[config.mk]
export PLATFORM = sky130hd
export DESIGN_NAME = job_dispatcher
export DESIGN_NICKNAME = d
export VERILOG_FILES = /design/src/rtl/job_dispatcher.sv
export SDC_FILE = /design/constraint.sdc
export NUM_CORES = 1
export LEC_CHECK = 0
export CELL_PAD_IN_SITES_DETAIL_PLACEMENT = 1
export CELL_PAD_IN_SITES_GLOBAL_PLACEMENT = 1
export CORE_MARGIN = 1
export CORE_UTILIZATION = 46
export DETAILED_ROUTE_END_ITERATION = 8
export HOLD_SLACK_MARGIN = 0.05
export PLACE_DENSITY_LB_ADDON = 0.12
export SETUP_SLACK_MARGIN = 0.5
export SYNTH_ARGS = -nofsm -noshare
export SYNTH_HDL_FRONTEND = slang
export SYNTH_SLANG_ARGS = --single-unit
export TNS_END_PERCENT = 10
[constraint.sdc]
create_clock -name clk -period 3.69 [get_ports clk]
set_input_delay 0.738 -clock clk [delete_from_list [all_inputs] [get_ports clk]]
set_output_delay 0.738 -clock clk [all_outputs]
set_load 0.02 [all_outputs]
[src/rtl/job_dispatcher.sv]
// Job dispatcher: buffers job entries in a FIFO, launches one core run per entry,
// captures the core result (or a watchdog timeout) and offers it on a valid/ready port.
module job_dispatcher #(
  parameter int unsigned DEPTH   = 4,
  parameter int unsigned ENTRY_W = 4,
  parameter int unsigned RES_W   = 8,
  parameter int unsigned TIMEOUT = 255
) (
  input  logic                     clk,
  input  logic                     rst,
  input  logic                     in_valid,
  input  logic [ENTRY_W-1:0]       in_entry,
  output logic                     in_ready,
  output logic                     core_start,
  output logic [ENTRY_W-1:0]       core_entry,
  input  logic                     core_done,
  input  logic [RES_W-1:0]         core_result,
  output logic                     out_valid,
  output logic [ENTRY_W-1:0]       out_entry,
  output logic [RES_W-1:0]         out_result,
  output logic                     out_timeout,
  input  logic                     out_ready,
  output logic                     busy,
  output logic [$clog2(DEPTH):0]   fifo_count
);

  localparam int unsigned PtrW  = $clog2(DEPTH);
  localparam int unsigned CntW  = PtrW + 1;
  localparam int unsigned WdogW = $clog2(TIMEOUT + 1);

  typedef enum logic [1:0] {StIdle, StLaunch, StWait, StHold} state_e;

  state_e state_q, state_d;

  logic [ENTRY_W-1:0] mem_q [DEPTH];
  logic [PtrW-1:0]    wr_ptr_q, rd_ptr_q;
  logic [CntW-1:0]    count_q;
  logic               push, pop;

  logic [ENTRY_W-1:0] entry_q, entry_d;
  logic [WdogW-1:0]   wdog_q, wdog_d;
  logic               done_q;
  logic               done_rise;

  logic               out_valid_q, out_valid_d;
  logic [ENTRY_W-1:0] out_entry_q, out_entry_d;
  logic [RES_W-1:0]   out_result_q, out_result_d;
  logic               out_timeout_q, out_timeout_d;

  // ---------------------------------------------------------------------------
  // Input FIFO
  // ---------------------------------------------------------------------------
  assign in_ready = (count_q != CntW'(DEPTH));
  assign push     = in_valid & in_ready;

  always_ff @(posedge clk) begin
    if (push) begin
      mem_q[wr_ptr_q] <= in_entry;
    end
  end

  // Pointer widths equal log2(DEPTH), so wrap-around is free.
  always_ff @(posedge clk or negedge rst) begin
    if (!rst) begin
      wr_ptr_q <= '0;
      rd_ptr_q <= '0;
      count_q  <= '0;
    end else begin
      if (push) begin
        wr_ptr_q <= wr_ptr_q + PtrW'(1);
      end
      if (pop) begin
        rd_ptr_q <= rd_ptr_q + PtrW'(1);
      end
      unique case ({push, pop})
        2'b10:   count_q <= count_q + CntW'(1);
        2'b01:   count_q <= count_q - CntW'(1);
        default: count_q <= count_q;
      endcase
    end
  end

  assign fifo_count = count_q;

  // ---------------------------------------------------------------------------
  // Control FSM
  // ---------------------------------------------------------------------------
  // Only a fresh 0->1 transition counts, so a done level held over from the
  // previous run cannot complete the new one.
  assign done_rise = core_done & ~done_q;

  always_comb begin
    state_d       = state_q;
    pop           = 1'b0;
    entry_d       = entry_q;
    wdog_d        = wdog_q;
    out_valid_d   = out_valid_q;
    out_entry_d   = out_entry_q;
    out_result_d  = out_result_q;
    out_timeout_d = out_timeout_q;

    unique case (state_q)
      StIdle: begin
        if (count_q != '0) begin
          pop     = 1'b1;
          entry_d = mem_q[rd_ptr_q];
          state_d = StLaunch;
        end
      end

      StLaunch: begin
        wdog_d  = '0;
        state_d = StWait;
      end

      StWait: begin
        if (done_rise) begin
          out_valid_d   = 1'b1;
          out_entry_d   = entry_q;
          out_result_d  = core_result;
          out_timeout_d = 1'b0;
          state_d       = StHold;
        end else begin
          wdog_d = wdog_q + WdogW'(1);
          if (wdog_d == WdogW'(TIMEOUT)) begin
            out_valid_d   = 1'b1;
            out_entry_d   = entry_q;
            out_result_d  = '1;
            out_timeout_d = 1'b1;
            state_d       = StHold;
          end
        end
      end

      StHold: begin
        if (out_ready) begin
          out_valid_d = 1'b0;
          // Chain straight into the next run when work is already queued.
          if (count_q != '0) begin
            pop     = 1'b1;
            entry_d = mem_q[rd_ptr_q];
            state_d = StLaunch;
          end else begin
            state_d = StIdle;
          end
        end
      end

      default: state_d = StIdle;
    endcase
  end

  always_ff @(posedge clk or negedge rst) begin
    if (!rst) begin
      state_q       <= StIdle;
      entry_q       <= '0;
      wdog_q        <= '0;
      done_q        <= 1'b0;
      out_valid_q   <= 1'b0;
      out_entry_q   <= '0;
      out_result_q  <= '0;
      out_timeout_q <= 1'b0;
    end else begin
      state_q       <= state_d;
      entry_q       <= entry_d;
      wdog_q        <= wdog_d;
      done_q        <= core_done;
      out_valid_q   <= out_valid_d;
      out_entry_q   <= out_entry_d;
      out_result_q  <= out_result_d;
      out_timeout_q <= out_timeout_d;
    end
  end

  // ---------------------------------------------------------------------------
  // Outputs
  // ---------------------------------------------------------------------------
  assign core_start  = (state_q == StLaunch);
  assign core_entry  = entry_q;
  assign busy        = (state_q != StIdle);
  assign out_valid   = out_valid_q;
  assign out_entry   = out_entry_q;
  assign out_result  = out_result_q;
  assign out_timeout = out_timeout_q;

endmodule

* Word-level counts from Yosys, hierarchy flattened *
Memory sizes are Yosys's and may differ from the RTL's.
Cells that the tools add are included.

word-level totals
  register bits = 36
  latch bits = 0
  memory bits (writable) = 16
  memory bits (read-only) = 0
  bits of input ports = 17
  output and inout bits = 24
  word-level logic and storage cells = 70
  memories = 1

memories
  memory  depth  bits a word  rd ports  clocked after memory_dff  wr ports  line  RTL
  mem_q   4      4            1         0                         1         35    logic [ENTRY_W-1:0] mem_q [DEPTH];

operators by class
  $add $sub $neg = 5
  multipliers = 0
  div/mod/pow operators = 0
  magnitude comparators = 0
  equality and inequality tests = 11
  shift-type cells = 0
  multiplexer cells = 26
  bitwise operators = 3
  reductions and logical operators = 13

operator list
  cell                                                                    count
  8-bit 2-to-1 mux                                                        3
  4-bit 2-to-1 mux                                                        4
  8-bit case mux with 2 select lines                                      1
  2-bit nonzero test                                                      6
  1-bit 2-to-1 mux                                                        9
  8-bit by 1-bit adder with 8-bit output (second input constant)          1
  8-bit equality test (second input constant)                             1
  2-bit 2-to-1 mux                                                        4
  2-bit case mux with 4 select lines                                      1
  4-bit case mux with 2 select lines                                      1
  2-bit equality test (second input constant)                             3
  2-bit inequality test (second input constant)                           3
  3-bit inequality test (second input constant)                           2
  3-bit case mux with 2 select lines                                      1
  2-bit AND reduction                                                     3
  3-bit AND reduction                                                     2
  2-bit by 1-bit adder with 2-bit output (second input constant)          2
  2-bit by 1-bit equality test with 1-bit output (second input constant)  2
  1-bit case mux with 2 select lines                                      2
  3-bit by 1-bit adder with 3-bit output (second input constant)          1
  3-bit nonzero test                                                      1
  3-bit by 1-bit subtractor with 3-bit output (second input constant)     1
  1-bit bitwise AND                                                       2
  2-bit zero test                                                         1
  1-bit NOT                                                               1

* Longest topological paths before layout *
Gate-level depths: netlist of the first run.

  word-level depth = 6
  gate-level depth with buffers = 10
  mapped depth without buffers = 10

* Worst setup path before layout of the first run *
Ideal clock, no wire load.

  path kind = register -> register
  start point = reg count_q[0], in the netlist fifo_count[0]
  end point = reg count_q[2], in the netlist fifo_count[2]
  setup time = 0.080 ns
  arrival time = 2.156 ns
  required time = 3.610 ns
  path slack = 1.454 ns
  stages on the path, launching flop included = 11
  buffers on the path = 0
  clock period less this slack = 2.236 ns
  cells stage by stage = dfrtp_1 -> inv_1 -> nand3_1 -> and2_1 -> inv_1 -> ha_1 -> inv_1 -> fa_1 -> xor2_1 -> nor2_1 -> xor2_1

between the ends
  elaborated cells on any way between the ends = 12
  those cells by class = add/sub: 2; eq/ne: 3; mux: 4; bitwise: 1; reduce/logical: 2

RTL lines
  element                                                                                line  RTL
  start, declared                                                                        37    logic [CntW-1:0] count_q;
  start signal, assigned                                                                 76    2'b10: count_q <= count_q + CntW'(1);
  start signal, assigned                                                                 77    2'b01: count_q <= count_q - CntW'(1);
  start signal, assigned                                                                 78    default: count_q <= count_q;
  3-bit inequality test (*)                                                              53    assign in_ready = (count_q != CntW'(DEPTH));
  net in_ready                                                                           13    output logic in_ready,
  1-bit bitwise AND (*)                                                                  54    assign push = in_valid & in_ready;
  2-bit by 1-bit equality test with 1-bit output or 2-bit equality test (tied branches)  75    unique case ({push, pop})
  3-bit case mux with 2 select lines or 2-bit nonzero test (tied branches)               -

The timed path passes the listed nets; every way through them passes the cells marked *.
A chain may end at the register's enable or synchronous reset.

* Final worst setup path of the first run *
  start point = in out_ready
  end point = reg count_q[2], in the netlist fifo_count[2]

between the ends
  word-level cells in the longest chain between the ends = 4
  elaborated cells on any way between the ends = 6
  those cells by class = eq/ne: 2; mux: 3; reduce/logical: 1

ends and longest elaborated chain
  element                                                                                line  RTL
  start, declared                                                                        22    input logic out_ready,
  1-bit 2-to-1 mux (*)                                                                   136   if (out_ready) begin
  1-bit case mux with 2 select lines (*)                                                 102   unique case (state_q)
  net pop                                                                                38    logic push, pop;
  2-bit by 1-bit equality test with 1-bit output or 2-bit equality test (tied branches)  75
  3-bit case mux with 2 select lines or 2-bit nonzero test (tied branches)               -

Marks and branches as above.

==> results.md, run 1 <==
- Outcome: finished, final reports clean
- Die width: around 74 µm
- Rows: 25
- Library cells used by synthesis: 40
- Transition time at the pin with the least slew margin: roughly 550 ps
- Number of maximum-capacitance violations: 0
- Count of synthesis-stage warnings from yosys: 0
- Final hold violation count: 0
- Post-Syn Nets: 215
- Area Overhead vs Synth: 23.4%
- Placer's final routability congestion estimate: a little under 0.8
- Final worst clock skew: between 9 and 10 ps
- Final-report max-slew violation count: 0
- Max Root-Sink Buffers: 2
- Setup crit end kind: flop
- Vias in the first global route: between 1500 and 2000
- Register clock-pin slew on the reported worst setup and hold paths: 100 ps
- Core area: ~5000 µm²
- Crit path DAT: between 2000 and 3000 ps
- Required time of the critical path: 3920 ps
- Synthesized netlist cell count: roughly 190
- Max transition margin: 0.634
- Remaining design rule violation count: 0
- Leakage power total: approximately 1.2 nW
- Post-synth EDFFs: 16
- Number of diodes added for antenna fixing: 0
- Count of cells resized by post-cts repair: 0
- Count of hold-fix buffers inserted at cts: 0
- Maximum number of pins on one net before global-route repair: 37
- RSZ-0062 raised after global routing: false
- Average via count per standard cell: between 5 and 6
- Worst hold slack after final layout: 504 ps
- Die Y: roughly 74 µm
- Half-perimeter wire length of the detailed placement result: roughly 4 mm
- Cell at the root of the clock tree: sky130_fd_sc_hd__clkbuf_8
- Fraction of synthesis flops using an asynchronous set or reset pin: 0.692
- Crit-path max FO: 4
- Leading cell types by total area after synthesis: sky130_fd_sc_hd__dfrtp_1 37%, sky130_fd_sc_hd__edfxtp_1 20%, sky130_fd_sc_hd__ha_1 6.2%, sky130_fd_sc_hd__mux4_2 3.7%, sky130_fd_sc_hd__mux2_2 3.3%
- Worst Setup Path Type: input port to flop
- Share of final-layout standard cells stronger than drive strength 1: 0.117
- Tot Pwr: between 0.002 and 0.0025 W
- Dpl cell area: around 2900 µm²
- Most common cell after layout, fill and taps aside: sky130_fd_sc_hd__clkdlybuf4s50_1
- Commonest register cell after synthesis: sky130_fd_sc_hd__dfrtp_1
- Post-CTS setup-driven buffer insertion count: 0
- Final setup violation count: 0
- Post-Place Cells: 289
- Number of buffers added by the clock tree synthesis step: 5
- FF+latch area: 1380 µm²
- Startpoint type of the worst setup path: input port
- Crit share post-route: 0.717
- I/O Buffers: 40
- Class of the tightest hold or removal check: flop to flop
- Fillers: between 400 and 500
- Starting density of the core: 0.493
- Number of nets in the finished design: 259
- First-pass GRT wire length: 8.87 mm
- Global Route Usage Sum: 0.221
- Sequential cell area fraction in the yosys report: 0.574
- Count of placed standard cells in the final layout, fillers left out: roughly 300
- Starting DRT DRC Count: 66
- Top-area cell type share of the netlist area: 0.374
- Clock period minus final worst setup slack: roughly 2600 ps
- Pwr per Cell Area: approximately 820 nW/µm²
- Drt wl/cell: roughly 18 µm
- Achievable Freq: about 380 MHz
- Netlist area before placement: 2410 µm²
- Top library cells by usage in the layout, fill and taps aside: 40 x sky130_fd_sc_hd__clkdlybuf4s50_1, 36 x sky130_fd_sc_hd__dfrtp_1, 16 x sky130_fd_sc_hd__edfxtp_1, 13 x sky130_fd_sc_hd__o21ai_0
- Cell type with the largest total area after synthesis: sky130_fd_sc_hd__dfrtp_1
- Total Routed Length: 5.26 mm
- Avg Inst Size Synth: about 13 µm²
- Fin area: between 2000 and 3000 µm²
- Number of register bits inferred by synthesis: 52
- Total via count after detailed routing: 1589
- Grt ovf: 0
- Number of H-tree levels: 2
- Area taken by multi-input logic gates: 957 µm²
- Maximum VDD drop: roughly 0.00038 V
- Drt pass-1 iters: 4
- Clock Latency Late Sink: between 300 and 400 ps
- TritonCTS clock tree: yes
- Total clock sinks: 52
- DRT antenna net count: 0
- I/O Pins: a little over 40
- Initial antenna violation count: 0
- Aggregate negative setup slack: 0 ps
- Area of the die: 5520 µm²
[metrics by stage]
step,worst slack [ps],util
after floorplan,1450,-
after global placement,881,0.588
after detailed placement,739,0.588
after CTS,1050,0.608
after global routing,865,0.608
final,1040,0.608
[cells by family (layout without fill, tap and decap cells)]
kind of cell,after synthesis,count (layout),share of synthesized area
compound gates,39,39,0.110
xor+xnor,8,8,0.0291
fa+ha+maj,13,13,0.0707
buf+inv,15,60,0.0281
flops,52,52,0.574
mux,15,15,0.0910
simple gates,43,43,0.0967
[area by class of cell]
type                    instances  share of cell area
flip-flops and latches         52               0.465
multi-input cells             118               0.322
repair buffers                 41               0.137
well taps                      67              0.0282
clock buffers                   5              0.0232
inverters                      11              0.0139
clock inverters                 3             0.00969
[critical path, cell delays in order]
cell,delay [ps]
sky130_fd_sc_hd__clkdlybuf4s50_1,510
sky130_fd_sc_hd__a21oi_1,80
sky130_fd_sc_hd__nor3_1,350
sky130_fd_sc_hd__ha_1,290
sky130_fd_sc_hd__inv_1,70
sky130_fd_sc_hd__fa_1,390
sky130_fd_sc_hd__xor2_1,160
sky130_fd_sc_hd__nor2_1,110
sky130_fd_sc_hd__xor2_1,180
[path summary, 6_finish.rpt]
path,start,to,slack [ps],cells after the start
max,out_ready,fifo_count[2],1040,9
min,out_result[3],out_result[3],500,1
max reg2reg,state_q[1],fifo_count[2],1130,9
min reg2reg,out_result[3],out_result[3],500,1
max in group asynchronous,rst,wdog_q[7],2520,2
min in group asynchronous,rst,out_entry[2],840,2
[synthesized netlist by cell type, types with 2 or more instances]
| library cell | count |
|---|---|
| sky130_fd_sc_hd__and2_1 | 3 |
| sky130_fd_sc_hd__o21ai_0 | 13 |
| sky130_fd_sc_hd__nand3_1 | 3 |
| sky130_fd_sc_hd__mux4_2 | 4 |
| sky130_fd_sc_hd__nor3_1 | 3 |
| sky130_fd_sc_hd__nor2_1 | 7 |
| sky130_fd_sc_hd__mux2_2 | 7 |
| sky130_fd_sc_hd__inv_1 | 11 |
| sky130_fd_sc_hd__ha_1 | 12 |
| sky130_fd_sc_hd__mux2_4 | 2 |
| sky130_fd_sc_hd__o22a_1 | 8 |
| sky130_fd_sc_hd__clkbuf_1 | 3 |
| sky130_fd_sc_hd__nand2_1 | 12 |
| sky130_fd_sc_hd__edfxtp_1 | 16 |
| sky130_fd_sc_hd__and3_1 | 4 |
| sky130_fd_sc_hd__nor2b_1 | 3 |
| sky130_fd_sc_hd__xnor2_1 | 4 |
| sky130_fd_sc_hd__mux2i_1 | 2 |
| sky130_fd_sc_hd__o21ai_1 | 2 |
| sky130_fd_sc_hd__a21oi_1 | 6 |
| sky130_fd_sc_hd__dfrtp_1 | 36 |
| sky130_fd_sc_hd__xor2_1 | 4 |
| sky130_fd_sc_hd__nand2b_1 | 3 |
[flip-flops by register name (all words and copies together), names as in the netlist]
signal	flops
wr_ptr_q	2
fifo_count	3
mem_q	16
done_q	1
core_entry	4
wdog_q	8
out_valid	1
rd_ptr_q	2
out_entry	4
state_q	2
out_timeout	1
out_result	8
[layer usage]
metal	vias to the layer above	routed length (µm)	track usage	share of wire
met5	-	0	0	0
met1	800	2110	0.256	0.40
met2	29	2940	0.412	0.56
li1	754	-	-	-
met3	6	140	0.0420	0.027
met4	0	61	0.0713	0.012
[power breakdown]
part | total, W | internal, W | switching (W)
registers | 0.000959 | 0.000795 | 0.000164
clock network | 0.000355 | 0.000144 | 0.000211
logic | 0.00113 | 0.000560 | 0.000574
total | 0.00245 | 0.00150 | 0.000949
(Power assumes the default switching activity.)
==> run 2, diff against run 1 <==
CORE_UTILIZATION = 42   (was 46)
clock period = 2.8 ns   (was 3.69 ns; I/O delays follow)
==> run 2 against run 1 <==
  * Die area increased by 9.3%
  * Highest routed layer unchanged
  * Design area increased by 5.5%
  * Clock-buffer cell count is the same
  * Largest power group unchanged
  * Global-route usage decreased by 3.7 points
  * First-iteration DRC count down 18%
  * Clock skew down 7.2 ps
  * Flip-flop and latch count unchanged
  * Clock power up 24%
  * Sequential power increased by 32%
  * Via count up 1.9%
  * Wire length fell by 2.3%
  * Worst setup slack got worse by 500 ps
==> results.md, run 2 (same netlist as run 1, synthesis figures left out) <==
- Outcome: finished, final reports clean (unchanged)
- Placer's final routability congestion estimate: 0.775 (was 0.788)
- Number of diodes added for antenna fixing: 0 (unchanged)
- Register clock-pin slew on the reported worst setup and hold paths: 90 ps (was 100 ps)
- Average via count per standard cell: 5.17 (was 5.35)
- Number of flip-flops in the largest register: 16 (unchanged)
- Vias in the first global route: 1792 (was 1782)
- RSZ-0062 raised after global routing: true (was false)
- Final worst clock skew: 1.91 ps (was 9.15 ps)
- Gate family responsible for the most delay along the worst path: buffers and inverters (was adder cells)
- Area Overhead vs Synth: 30.2% (was 23.4%)
- Drt pass-1 iters: 3 (was 4)
- Achievable Freq: roughly 440 MHz
- Cell at the root of the clock tree: sky130_fd_sc_hd__clkbuf_8 (unchanged)
- Setup crit end kind: output pin (was flop)
- Worst reg2reg setup slack: 600 ps (was 1130 ps)
- Rows: 27 (was 25)
- Top library cells by usage in the layout, fill and taps aside: 39 x sky130_fd_sc_hd__clkdlybuf4s50_1, 32 x sky130_fd_sc_hd__dfrtp_1, 16 x sky130_fd_sc_hd__edfxtp_1, 13 x sky130_fd_sc_hd__o21ai_0 (was 40 x sky130_fd_sc_hd__clkdlybuf4s50_1, 36 x sky130_fd_sc_hd__dfrtp_1, 16 x sky130_fd_sc_hd__edfxtp_1, 13 x sky130_fd_sc_hd__o21ai_0)
- Clock Latency Late Sink: 310 ps (about the same)
- Cell-by-cell trace of the critical path: inv_4, ha_1, clkdlybuf4s50_1 (was clkdlybuf4s50_1, a21oi_1, nor3_1, ha_1, inv_1, fa_1, xor2_1, nor2_1, xor2_1)
- Utilization after layout: 0.569 (was 0.608)
- RR Endpoint: state_q[1] (was fifo_count[2])
- Starting DRT DRC Count: 54 (was 66)
- Critical register-to-register path startpoint: wdog_q[0] (was state_q[1])
- Aggregate negative setup slack: 0 ps (unchanged)
- Transition time at the pin with the least slew margin: 572 ps (was 546 ps)
- WP buf/inv: 2 (unchanged)
- Drt wl/cell: 16.4 µm (was 17.7 µm)
- I/O Buffers: 40 (unchanged)
- Final-report max-slew violation count: 0 (unchanged)
- Initial antenna violation count: 0 (unchanged)
- Total Routed Length: 5.14 mm (was 5.26 mm)
- Remaining design rule violation count: 0 (unchanged)
- Slowest cell delay on critical path: 620 ps (was 510 ps)
- Startpoint type of the worst setup path: flop (was input port)
- Pwr per Cell Area: 1080 nW/µm² (was 824 nW/µm²)
- Launch instance of the worst min-delay path: out_timeout (was out_result[3])
- Number of nets in the finished design: 270 (was 259)
- Total clock sinks: 52 (unchanged)
- Clock period minus final worst setup slack: 2250 ps
- Half-perimeter wire length of the detailed placement result: 3.77 mm (was 4.07 mm)
- Maximum number of pins on one net before global-route repair: 37 (unchanged)
- Crit-path max FO: 4 (unchanged)
- TritonCTS clock tree: yes (unchanged)
- Maximum VDD drop: 0.000470 V (was 0.000378 V)
- Crit path DAT: 1690 ps (was 2880 ps)
- Grt ovf: 0 (unchanged)
- Leakage power total: 1.27 nW (was 1.21 nW)
- Starting density of the core: 0.437 (was 0.493)
- Die width: 77.7 µm (was 74.3 µm)
- Number of buffers added by the clock tree synthesis step: 5 (unchanged)
- Total via count after detailed routing: 1619 (was 1589)
- Final hold violation count: 0 (unchanged)
- I/O Pins: 41 (unchanged)
- DRT antenna net count: 0 (unchanged)
- Most flops, register: mem_q (unchanged)
- Crit share post-route: 0.804
- Max transition margin: 0.616 (was 0.634)
- Core area: 5510 µm² (was 4880 µm²)
- Global Route Usage Sum: 0.184 (was 0.221)
- Die Y: 77.7 µm (was 74.3 µm)
- Origin of the worst setup path: state_q[1] (was out_ready)
- Number of cells traversed by the worst register-to-register path: 7 (was 9)
- CP max-delay cell: sky130_fd_sc_hd__clkdlybuf4s50_1 (unchanged)
- Area of the die: 6040 µm² (was 5520 µm²)
- Number of maximum-capacitance violations: 0 (unchanged)
- Hold Path Cell Cnt: 2 (was 1)
- Hold worst-path end: out_timeout (was out_result[3])
- Most common cell after layout, fill and taps aside: sky130_fd_sc_hd__clkdlybuf4s50_1 (unchanged)
- Max Root-Sink Buffers: 2 (unchanged)
- First-pass GRT wire length: 8.51 mm (was 8.87 mm)
- Final setup violation count: 0 (unchanged)
- Worst Setup Path Type: flop to output pin (was input port to flop)
- Class of the tightest hold or removal check: flop to flop (unchanged)
- Number of H-tree levels: 2 (unchanged)
- Fillers: 570 (was 499)
- Share of final-layout standard cells stronger than drive strength 1: 0.224 (was 0.117)
- Required time of the critical path: 2240 ps (was 3920 ps)
[run 2: changes by cell type in the layout (fill, tap and decap cells not counted), sizes merged]
cell	before	now
clkdlybuf4s50	40	39
buf	1	12
clkinv	0	2
inv	14	12
dlymetal6s2s	0	1
[run 2: report_power, final]
group          leakage (nW)  switching, W  internal, W
logic                 0.645      0.000805     0.000850
clock network        0.0485      0.000260     0.000180
registers             0.577      0.000221      0.00105
[run 2: final cells by class]
cell class	instances	area [µm²]	area share
Timing Repair Buffer	52	493	0.157
Tap cell	72	90.1	0.0288
Multi-Input combinational cell	118	1030	0.327
Inverter	11	46.3	0.0148
Clock inverter	3	22.5	0.00719
Clock buffer	5	68.8	0.0220
Sequential cell	52	1390	0.442
[run 2: routing by layer]
metal,global-route usage,up-vias,wire length [µm]
met5,0,-,0
met4,0.0679,0,116
met3,0.0400,10,131
met2,0.343,26,2880
met1,0.204,813,2000
li1,-,770,-
[run 2: how the worst max path moves through the flow]
stage | end | cells after the start
after floorplan | fifo_count[2] | 10
after global placement | fifo_count[2] | 9
after global routing | fifo_count[2] | 10
after detailed placement | fifo_count[2] | 9
after CTS | busy | 4
final | core_start | 3
[run 2: worst min-delay path: cells and delay by family, from the launching register on]
family          cells  cell delay, ps
flops               1             360
compound gates      1              60
simple gates        1              50
[run 2: through the flow]
step	hold WS, ps	instances	total power, W	setup WS, ps	instance area [µm²]
CTS	503	307	0.00326	471	3010
detailed placement	480	297	0.00280	138	2900
floorplan	264	185	0.00216	564	2410
finish	492	313	0.00337	548	3130
global placement	473	297	0.00269	308	2900
global route	520	313	0.00359	470	3130
[run 2: repair_timing]
item	4_1_cts	5_1_grt
cloned	0	0
endpoints found under the setup margin	7	19
gates resized for setup	1	21
setup buffers	2	6
hold buffers	0	0
pin swaps	2	6
